[src/rtl/nou_retire_pkg.sv]
`default_nettype none
// ============================================================================
//  Module      : nou_retire_pkg
//  Description : Shared constants and types for the NOU response-retire
//                controller: datapath select codes, unit index encoding and
//                the default RPU starvation-guard limit.
//  Revision    : 1.0  initial release
// ============================================================================
package nou_retire_pkg;

    // Datapath source select codes driven on or_sel.
    localparam logic [2:0] GRANT_IRUR = 3'd0;
    localparam logic [2:0] GRANT_BURR = 3'd1;
    localparam logic [2:0] GRANT_PWUR = 3'd2;
    localparam logic [2:0] GRANT_SPUR = 3'd3;
    localparam logic [2:0] GRANT_RPU  = 3'd4;
    localparam logic [2:0] GRANT_IDLE = 3'd7;

    // Unit responder index; also the round-robin search order.
    typedef enum logic [1:0] {
        UNIT_IRUR = 2'd0,
        UNIT_BURR = 2'd1,
        UNIT_PWUR = 2'd2,
        UNIT_SPUR = 2'd3
    } unit_idx_e;

    // Default number of back-to-back RPU grants tolerated while units wait.
    localparam int RPU_MAX_STREAK_DEF = 4;

endpackage : nou_retire_pkg
`default_nettype wire

[src/rtl/rr_arb4.sv]
`default_nettype none
// ============================================================================
//  Module      : rr_arb4
//  Description : Combinational 4-way round-robin picker. The search starts
//                one position after the last winner and wraps.
//  Ports       : i_req[3:0]   request vector (bit n = unit index n)
//                i_rr_ptr     index of the last unit granted
//                o_gnt[3:0]   one-hot grant (all zero when no request)
//                o_idx        encoded winner index
//                o_valid      at least one request present
//  Revision    : 1.0  initial release
// ============================================================================
module rr_arb4 (
    input  logic [3:0] i_req,
    input  logic [1:0] i_rr_ptr,
    output logic [3:0] o_gnt,
    output logic [1:0] o_idx,
    output logic       o_valid
);

    // Offsets 1..4 from the pointer; offset 4 wraps back onto the last
    // winner so it is considered only when nothing else is requesting.
    always_comb begin
        o_gnt   = 4'b0000;
        o_idx   = i_rr_ptr;
        o_valid = 1'b0;
        for (int i = 1; i <= 4; i++) begin
            if (!o_valid && i_req[i_rr_ptr + 2'(i)]) begin
                o_valid                  = 1'b1;
                o_idx                    = i_rr_ptr + 2'(i);
                o_gnt[i_rr_ptr + 2'(i)]  = 1'b1;
            end
        end
    end

endmodule : rr_arb4
`default_nettype wire

[src/rtl/retire_ctrl.sv]
`default_nettype none
// ============================================================================
//  Module      : retire_ctrl
//  Description : Retire arbiter and flow-control sequencer. Grants at most one
//                of five retire requests per cycle (RPU priority with a
//                starvation guard, units round-robin), drives the datapath
//                select and the RV response FIFO push, and tracks free FIFO
//                entries with a credit counter.
//  Ports       : clk, rst                  clock, sync active-high reset
//                *_req / *_ack             per-source request / grant
//                rsp_fifo_pop              RV side consumed one entry
//                or_sel[2:0]               datapath select (7 = idle)
//                rsp_fifo_wr               FIFO push strobe
//                credit_cnt[CRD_W-1:0]     free FIFO entries
//                credit_err                sticky pop-while-empty flag
//                retire_idle               nothing pending, FIFO empty
//  Revision    : 1.0  initial release
// ============================================================================
module retire_ctrl
    import nou_retire_pkg::*;
#(
    parameter int FIFO_DEPTH     = 8,
    parameter int CRD_W          = $clog2(FIFO_DEPTH + 1),
    parameter int RPU_MAX_STREAK = RPU_MAX_STREAK_DEF
) (
    input  logic             clk,
    input  logic             rst,
    input  logic             irur_req,
    input  logic             burr_req,
    input  logic             pwur_req,
    input  logic             spur_req,
    input  logic             rpu_req,
    output logic             irur_ack,
    output logic             burr_ack,
    output logic             pwur_ack,
    output logic             spur_ack,
    output logic             rpu_ack,
    input  logic             rsp_fifo_pop,
    output logic [2:0]       or_sel,
    output logic             rsp_fifo_wr,
    output logic [CRD_W-1:0] credit_cnt,
    output logic             credit_err,
    output logic             retire_idle
);

    localparam int               STREAK_W        = (RPU_MAX_STREAK < 1) ? 1 : $clog2(RPU_MAX_STREAK + 1);
    localparam logic [CRD_W-1:0] C_FULL_CREDIT   = CRD_W'(FIFO_DEPTH);
    localparam logic [STREAK_W-1:0] C_STREAK_MAX = STREAK_W'(RPU_MAX_STREAK);

    logic [CRD_W-1:0]    r_credit_cnt;
    logic                r_credit_err;
    unit_idx_e           r_rr_ptr;
    logic [STREAK_W-1:0] r_rpu_streak;

    logic [3:0] w_unit_req;
    logic       w_any_unit;
    logic [3:0] w_arb_gnt;
    logic [1:0] w_arb_idx;
    logic       w_arb_valid;
    logic       w_grant_en;
    logic       w_rpu_blocked;
    logic       w_rpu_win;
    logic       w_unit_win;
    logic       w_push;
    logic       w_credit_full;

    assign w_unit_req = {spur_req, pwur_req, burr_req, irur_req};
    assign w_any_unit = |w_unit_req;

    rr_arb4 u_rr_arb4 (
        .i_req    (w_unit_req),
        .i_rr_ptr (r_rr_ptr),
        .o_gnt    (w_arb_gnt),
        .o_idx    (w_arb_idx),
        .o_valid  (w_arb_valid)
    );

    // Grants need registered credit; a same-cycle pop does not bypass.
    // Reset suppresses any grant in the cycle it is asserted.
    assign w_grant_en    = !rst && (r_credit_cnt != '0);
    assign w_credit_full = (r_credit_cnt == C_FULL_CREDIT);

    // After RPU_MAX_STREAK back-to-back RPU wins with units waiting, yield
    // one slot to the units.
    assign w_rpu_blocked = (r_rpu_streak >= C_STREAK_MAX) && w_any_unit;
    assign w_rpu_win     = w_grant_en && rpu_req && !w_rpu_blocked;
    assign w_unit_win    = w_grant_en && !w_rpu_win && w_arb_valid;
    assign w_push        = w_rpu_win || w_unit_win;

    assign irur_ack    = w_unit_win && w_arb_gnt[0];
    assign burr_ack    = w_unit_win && w_arb_gnt[1];
    assign pwur_ack    = w_unit_win && w_arb_gnt[2];
    assign spur_ack    = w_unit_win && w_arb_gnt[3];
    assign rpu_ack     = w_rpu_win;
    assign rsp_fifo_wr = w_push;

    always_comb begin
        or_sel = GRANT_IDLE;
        if (w_rpu_win) begin
            or_sel = GRANT_RPU;
        end else if (w_unit_win) begin
            or_sel = {1'b0, w_arb_idx};
        end
    end

    assign credit_cnt  = r_credit_cnt;
    assign credit_err  = r_credit_err;
    assign retire_idle = !w_any_unit && !rpu_req && w_credit_full;

    // Credit counter: push consumes an entry, pop returns one. A pop with
    // the counter already full is a protocol error from the RV side.
    always_ff @(posedge clk) begin
        if (rst) begin
            r_credit_cnt <= C_FULL_CREDIT;
            r_credit_err <= 1'b0;
        end else begin
            if (rsp_fifo_pop && w_credit_full) begin
                r_credit_err <= 1'b1;
            end
            if (w_push && !rsp_fifo_pop) begin
                r_credit_cnt <= r_credit_cnt - 1'b1;
            end else if (rsp_fifo_pop && !w_push && !w_credit_full) begin
                r_credit_cnt <= r_credit_cnt + 1'b1;
            end
        end
    end

    // Round-robin pointer and RPU streak counter.
    always_ff @(posedge clk) begin
        if (rst) begin
            r_rr_ptr     <= UNIT_SPUR;
            r_rpu_streak <= '0;
        end else begin
            if (w_unit_win) begin
                r_rr_ptr <= unit_idx_e'(w_arb_idx);
            end
            if (w_unit_win || !w_any_unit) begin
                r_rpu_streak <= '0;
            end else if (w_rpu_win && (r_rpu_streak != C_STREAK_MAX)) begin
                r_rpu_streak <= r_rpu_streak + 1'b1;
            end
        end
    end

endmodule : retire_ctrl
`default_nettype wire

[config.mk]
export PLATFORM = sky130hd
export DESIGN_NAME = retire_ctrl
export DESIGN_NICKNAME = d
export VERILOG_FILES = /design/src/rtl/nou_retire_pkg.sv /design/src/rtl/rr_arb4.sv /design/src/rtl/retire_ctrl.sv
export SDC_FILE = /design/constraint.sdc
export NUM_CORES = 1
export LEC_CHECK = 0
export CORE_MARGIN = 2
export CORE_UTILIZATION = 39
export DETAILED_ROUTE_END_ITERATION = 8
export GPL_TIMING_DRIVEN = 0
export RECOVER_POWER = 50
export SYNTH_ARGS = -nofsm -noshare
export SYNTH_HDL_FRONTEND = slang
export SYNTH_SLANG_ARGS = --single-unit
[constraint.sdc]
create_clock -name clk -period 5.3 [get_ports clk]
set_clock_uncertainty 0.05 [all_clocks]
set_input_delay 1.59 -clock clk [delete_from_list [all_inputs] [get_ports clk]]
set_output_delay 1.59 -clock clk [all_outputs]
set_load 0.005 [all_outputs]
Yosys cells after proc, flatten, opt, wreduce, memory -nomap -nowiden
Cells that the tools add are included.
{"block": "classes", "addsub": 6, "magnitude_cmp": 9, "n_eq_ne": 2, "muxes": 32, "bitwise": 3, "reduce_logical": 41}
{"cell": "logical AND 1 bit", "n": 24}
{"cell": "2-to-1 mux 4 bit", "n": 6}
{"cell": "< comparator 2 x 3 -> 1 bit, second input constant", "n": 4}
{"cell": "2-to-1 mux 1 bit", "n": 12}
{"cell": "bitwise OR 4 bit", "n": 3}
{"cell": "zero test 1 bit", "n": 11}
{"cell": "binary-select mux 1 bit (select 2 bit)", "n": 4}
{"cell": "demux 1 bit (select 2 bit)", "n": 4}
{"cell": "greater-or-equal comparator 2 x 1 -> 1 bit, second input constant", "n": 4}
{"cell": "2-to-1 mux 2 bit", "n": 4}
{"cell": "2-to-1 mux 3 bit", "n": 2}
{"cell": "adder 2 bit, second input constant", "n": 2}
{"cell": "adder 4 x 1 -> 4 bit, second input constant", "n": 1}
{"cell": "equality test 4 bit, second input constant", "n": 1}
{"cell": "nonzero test 4 bit", "n": 1}
{"cell": "OR reduction 4 bit", "n": 1}
{"cell": "subtractor 4 x 1 -> 4 bit, second input constant", "n": 1}
{"cell": "adder 3 x 1 -> 3 bit, second input constant", "n": 1}
{"cell": "greater-or-equal comparator 3 bit, second input constant", "n": 1}
{"cell": "!= test 3 bit, second input constant", "n": 1}
{"cell": "adder 2 x 1 -> 2 bit, second input constant", "n": 1}
{"cell": "logical OR 1 bit", "n": 2}
{"cell": "nonzero test 2 bit", "n": 1}
{"cell": "OR reduction 2 bit", "n": 1}
{"block": "totals", "reg_bits": 10, "in_bits": 8, "out_inout_bits": 15, "elab_cells": 97}

Logic depth before layout (Yosys ltp)
{"block": "logic_depth", "word_depth": 20, "depth_mapped": 9, "mapped_depth_nobuf": 8}

Hierarchy
A second synthesis with hierarchy kept.
{"block": "hier_totals", "hier_cells": 161, "hier_area_um2": 1302.5}
{"mod": "retire_ctrl", "n_inst": 1, "cells_each": 87, "area_each_um2": 754.5}
{"mod": "rr_arb4", "n_inst": 1, "cells_each": 74, "area_each_um2": 548.0}

Worst setup path before layout
OpenSTA, ideal clock, no wires.
{"block": "synth_path", "path_type": "input-to-output", "start": "input port burr_req", "end": "output port burr_ack", "t_arrival_ns": 2.774, "path_slack_ns": 0.886, "path_stages": 6, "path_buffers": 1, "path_cell_list": "buf_2 -> or3b_1 -> a21o_1 -> a21oi_1 -> a222oi_1 -> a21oi_1"}
{"block": "synth_between", "elab_chain_len": 14, "word_cells_on_any_way": 33, "cone_classes": "16 x mux; 3 x bitwise; 14 x reduce/logical"}
{"element": "from (decl)", "line": "retire_ctrl.sv:29", "source": "input logic burr_req,"}
{"element": "binary-select mux 1 bit (select 2 bit)", "line": "rr_arb4.sv:28", "source": "if (!o_valid && i_req[i_rr_ptr + 2'(i)]) begin"}
{"element": "2-to-1 mux 1 bit (implied by the code)", "line": "rr_arb4.sv:28"}
{"element": "2-to-1 mux 1 bit", "line": "rr_arb4.sv:28"}
{"element": "zero test 1 bit", "line": "rr_arb4.sv:28"}
{"element": "logical AND 1 bit", "line": "rr_arb4.sv:28"}
{"element": "2-to-1 mux 1 bit", "line": "rr_arb4.sv:28"}
{"element": "zero test 1 bit", "line": "rr_arb4.sv:28"}
{"element": "logical AND 1 bit", "line": "rr_arb4.sv:28"}
{"element": "2-to-1 mux 1 bit", "line": "rr_arb4.sv:28"}
{"element": "zero test 1 bit", "line": "rr_arb4.sv:28"}
{"element": "logical AND 1 bit", "line": "rr_arb4.sv:28"}
{"element": "2-to-1 mux 1 bit", "line": "rr_arb4.sv:28"}
{"element": "logical AND 1 bit", "line": "retire_ctrl.sv:87", "source": "assign w_unit_win = w_grant_en && !w_rpu_win && w_arb_valid;"}
{"element": "logical AND 1 bit (*)", "line": "retire_ctrl.sv:91", "source": "assign burr_ack = w_unit_win && w_arb_gnt[1];"}
{"element": "to (decl)", "line": "retire_ctrl.sv:34", "source": "output logic burr_ack,"}
Mark *: on every way between the ends. The rest lies on a longest branch, timed or not. The select of a mux whose other input is x is not followed.

Worst setup path in the final report
{"block": "layout_path", "start": "input port irur_req", "end": "output port or_sel[1]"}
{"block": "layout_between", "elab_chain_len": 15, "word_cells_on_any_way": 31, "cone_classes": "18 x mux; 13 x reduce/logical"}
{"element": "from (decl)", "line": "retire_ctrl.sv:28", "source": "input logic irur_req,"}
{"element": "binary-select mux 1 bit (select 2 bit)", "line": "rr_arb4.sv:28"}
{"element": "2-to-1 mux 1 bit (implied by the code)", "line": "rr_arb4.sv:28"}
{"element": "2-to-1 mux 1 bit", "line": "rr_arb4.sv:28"}
{"element": "zero test 1 bit", "line": "rr_arb4.sv:28"}
{"element": "logical AND 1 bit", "line": "rr_arb4.sv:28"}
{"element": "2-to-1 mux 1 bit", "line": "rr_arb4.sv:28"}
{"element": "zero test 1 bit", "line": "rr_arb4.sv:28"}
{"element": "logical AND 1 bit", "line": "rr_arb4.sv:28"}
{"element": "2-to-1 mux 1 bit", "line": "rr_arb4.sv:28"}
{"element": "zero test 1 bit", "line": "rr_arb4.sv:28"}
{"element": "logical AND 1 bit", "line": "rr_arb4.sv:28"}
{"element": "2-to-1 mux 1 bit", "line": "rr_arb4.sv:28"}
{"element": "logical AND 1 bit", "line": "retire_ctrl.sv:87"}
{"element": "2-to-1 mux 3 bit", "line": "retire_ctrl.sv:101", "source": "end else if (w_unit_win) begin"}
{"element": "2-to-1 mux 3 bit (*)", "line": "retire_ctrl.sv:99", "source": "if (w_rpu_win) begin"}
{"element": "to (decl)", "line": "retire_ctrl.sv:39", "source": "output logic [2:0] or_sel,"}
Marks and branches as above.

==> impl_summary.md <==
Drt
The pre-antenna-repair detailed-routing pass consisted of 5 iterations. The detailed-route DRC error count is 0. The first routing iteration left 70 violations. The average routed wire per standard cell is 15.1 µm. The total length of routed wires is 3110 µm.

The number of nets with antenna violations after routing is 0. The total vias in the final route is 1204. The per-cell via count in the routed design is 5.84.

CTS
TritonCTS built the clock tree. Clock-pin slew was measured on the worst setup and hold paths at 0.07 ns. The number of buffers created by CTS is 3.

In this run the clock root is driven by a clkbuf_4. Hold repair after CTS inserted 0 buffers. Counting every sink on the clock net gives 10. The number of levels the H-tree was split into is 1. The clock latency on the worst-skew pair is 0.26 ns. Counting along the longest clock path gives a buffer depth of 2.

Critical path
The worst setup path is launched from an input pin. In this run the number of cells on the critical path is 7. The worst setup path is captured at an output port. In this run the worst path has a maximum fanout of 6. The number of cells on the worst reg-to-reg path is 9. The signal arrival time at the worst endpoint is 3.64 ns. For this design, the slowest cell found on the critical path is mux4_2. In this run the worst setup path begins at irur_req. The required time at the endpoint of the critical path is 3.66 ns. Grouping stages by cell kind, the critical path spends the most delay in buffers and inverters. The worst path buffer plus inverter count is 2.

The critical path's largest stage delay is 0.57 ns. The startpoint of the lowest-slack register-to-register path is r_rr_ptr[1]. Traced cell by cell, the critical path runs through dlygate4sd2_1, mux4_2, o21ai_0, nand2_1, and4_1, nor3_2, clkdlybuf4s50_1.

The setup path with the least slack is of type in -> out.

Synthesis
Yosys mapped a number of flops with a built-in enable equal to 0. The synthesized instance count is 145. The Yosys step of the flow raised 0 warnings. The proportion of synthesized flip-flops having asynchronous set or reset is 0. The synthesized netlist contains 46 unique library cells. The net count after synthesis is 164. The area share of the leading cell type in the synthesized netlist is 0.169. Of all cell types, the one taking the most synthesized area is dfxtp_1. The most instantiated library cell after synthesis is nand2_1. The share of the Yosys chip area taken by registers is 0.169. The dominant register cell in the synthesized netlist is dfxtp_1. In the post-synthesis netlist, the biggest area contributors are dfxtp_1 (17%), ha_1 (12%), mux2i_1 (5.1%). The number of register bits inferred by synthesis is 10. After synthesis the cells add up to 1180 µm². In this run the mean area of a mapped cell was 8.16 µm². The commonest cells after synthesis are nand2_1 (14), ha_1 (11), nor2_1 (11), a21oi_1 (10), dfxtp_1 (10).

Power
Power comes to 0.478 mW. The cell area power density is 301 nW/µm². The combinational cell fraction of total power is 0.603.

The maximum resistive drop on vdd is 0.201 mV. The share of total power consumed by net switching is 0.416. The share of power burned in the clock network is 0.148.

Summed over all nets, the switching power comes to 0.199 mW. The leakage dissipation is 0.712 nW. The share of total power dissipated in sequential elements is 0.250.

The internal power of the cells totals 0.279 mW.

Floorplan
The boundary pin count is 23. The floorplan step defined a die boundary enclosing 3490 µm². The die height is 59.1 µm. The initial utilization of the core area, before any placement, comes to 0.418. The initialized floorplan defines 19 standard-cell rows. The placeable core area is 2830 µm². The horizontal die dimension is 59.1 µm.

Global route
The maximum number of pins on one net before global-route repair is 11. The via count of the first global-routing pass is 1178. The global-route usage over all layers is 0.196. The number of antenna violations at the first check in global routing is 0. The wire length of the first global-routing pass is 5350 µm.

The overflow left after global routing is 0.

Layout
The multi-input combinational cell area is 978 µm². The filler cells instantiated in the layout total 280. Leaving out filler cells and counting taps, the final layout contains 206.

The layout net count is 195. The repair_antennas step left the layout with diodes totalling 0. Across the whole layout, storage elements account for 200 µm². The area growth from synthesis to layout is 34.0%. The share of cells above drive strength 1 is 0.194. The post-route core utilization is 0.561.

Place
Buffers placed on the I/O ports in this run total 21. The half-perimeter wire length after placement is 2260 µm. The congestion estimate from routability-driven global placement came to 0.793. Before CTS, the worst setup slack after placement is -0.365 ns.

In this run, placement finished with an instance count of 197.

Run
The tool flagged a number of max-cap violations equal to 0.

Hold path
The cell depth of the worst min-delay path is 2. The min-delay analysis places its worst path in the category reg -> reg. In this run the most critical hold path is launched from credit_err.

Timing
The count of endpoints failing setup in the final report is 0. Dividing the final minimum period by the clock period gives 0.996. Static timing analysis puts the maximum clock frequency at 0.189 GHz.

The count of endpoints failing hold in the final timing report is 0. Setup repair after global routing could not meet its margin everywhere. After layout, the worst setup slack is 0.0192 ns. Counting I/O delays and the setup requirement, the final critical path takes 5.28 ns. The count of pins over their slew limit is 0. The hold slack is 0.429 ns. The worst relative slew slack is 0.630.

The measured slew at the worst slew-check pin is 0.555 ns.

Outcome
The flow ran to the end, and the final reports show no timing, DRC or antenna violations.
[state kept, by name, summed over array words and instances, names as in the netlist]
name          flops
credit_cnt        4
credit_err        1
r_rpu_streak      3
r_rr_ptr          2
[path summary, 6_finish.rpt]
path	end	slack, ns
min	credit_err	0.43
min reg2reg	credit_err	0.43
max reg2reg	r_rr_ptr[0]	2.45
max	or_sel[1]	0.02
[worst reg2reg max path, cell delays in order (launching register included)]
cell and delay (ns):
dfxtp_1 0.48, clkbuf_1 0.43, inv_1 0.22, ha_1 0.34, clkbuf_1 0.33, mux4_2 0.43, nand2b_1 0.19, nand3_1 0.10
xnor2_1 0.12, nand2_1 0.07
[power groups by stage]
stage               Clock (mW)  Combinational, mW  Sequential (mW)
detailed placement           0              0.264            0.121
CTS                     0.0738              0.275            0.119
global placement             0              0.255            0.120
global route            0.0779              0.320            0.122
finish                  0.0707              0.288            0.119
floorplan                    0              0.174            0.116
[layout make-up]
| type | instances | share of cell area |
|---|---|---|
| Sequential cell | 10 | 0.126 |
| Tap cell | 31 | 0.0244 |
| Timing Repair Buffer | 26 | 0.156 |
| Multi-Input combinational cell | 118 | 0.617 |
| Inverter | 7 | 0.0166 |
| Clock buffer | 4 | 0.0229 |
| Buffer | 10 | 0.0371 |
[layout by cell type, fill, tap and decap left out, drive strengths merged, types with 2 or more instances in the layout]
cell type / n
a2111oi: 2
a211oi: 2
a21oi: 10
a222oi: 4
a31oi: 2
and3b: 2
and4b: 2
buf: 8
clkbuf: 13
clkdlybuf4s50: 9
dfxtp: 10
dlygate4sd2: 2
dlygate4sd3: 3
dlymetal6s2s: 5
ha: 11
inv: 7
mux2i: 6
mux4: 2
nand2: 15
nand2b: 3
nand3: 4
nand3b: 3
nor2: 11
nor2b: 2
nor3: 4
nor3b: 2
nor4: 3
o211ai: 2
o21ai: 5
or3b: 2
xnor2: 6
[metrics by stage]
step,TNS (ns),cell area [µm²]
floorplan,0,1180
global placement,-1.91,1430
detailed placement,-2.10,1430
CTS,0,1520
global route,-0.0778,1590
finish,0,1590
[per-layer routing]
| metal | up-vias | track usage | part of all wire |
|---|---|---|---|
| met5 | - | 0 | 0 |
| met4 | 0 | 0.0487 | 0.0045 |
| met3 | 2 | 0.0218 | 0.024 |
| met2 | 21 | 0.356 | 0.51 |
| met1 | 574 | 0.246 | 0.46 |
| li1 | 607 | - | - |
[cells by family (layout without fill, tap and decap cells)]
logic type	Yosys count	after routing	synth area share
muxes	8	8	0.0888
adders and majority gates	11	11	0.116
and+or+nand+nor	57	57	0.295
xor gates and xnor gates	6	6	0.0444
DFF	10	10	0.169
AOI/OAI and AO/OA	36	36	0.228
buffers and inverters	17	47	0.0581
[repair_timing]
item,CTS,global route
resized for setup,16,17
buffers inserted,2,3
setup endpoints to repair,7,7
gates cloned,0,0
pin swaps,1,5
(Power assumes the default switching activity.)
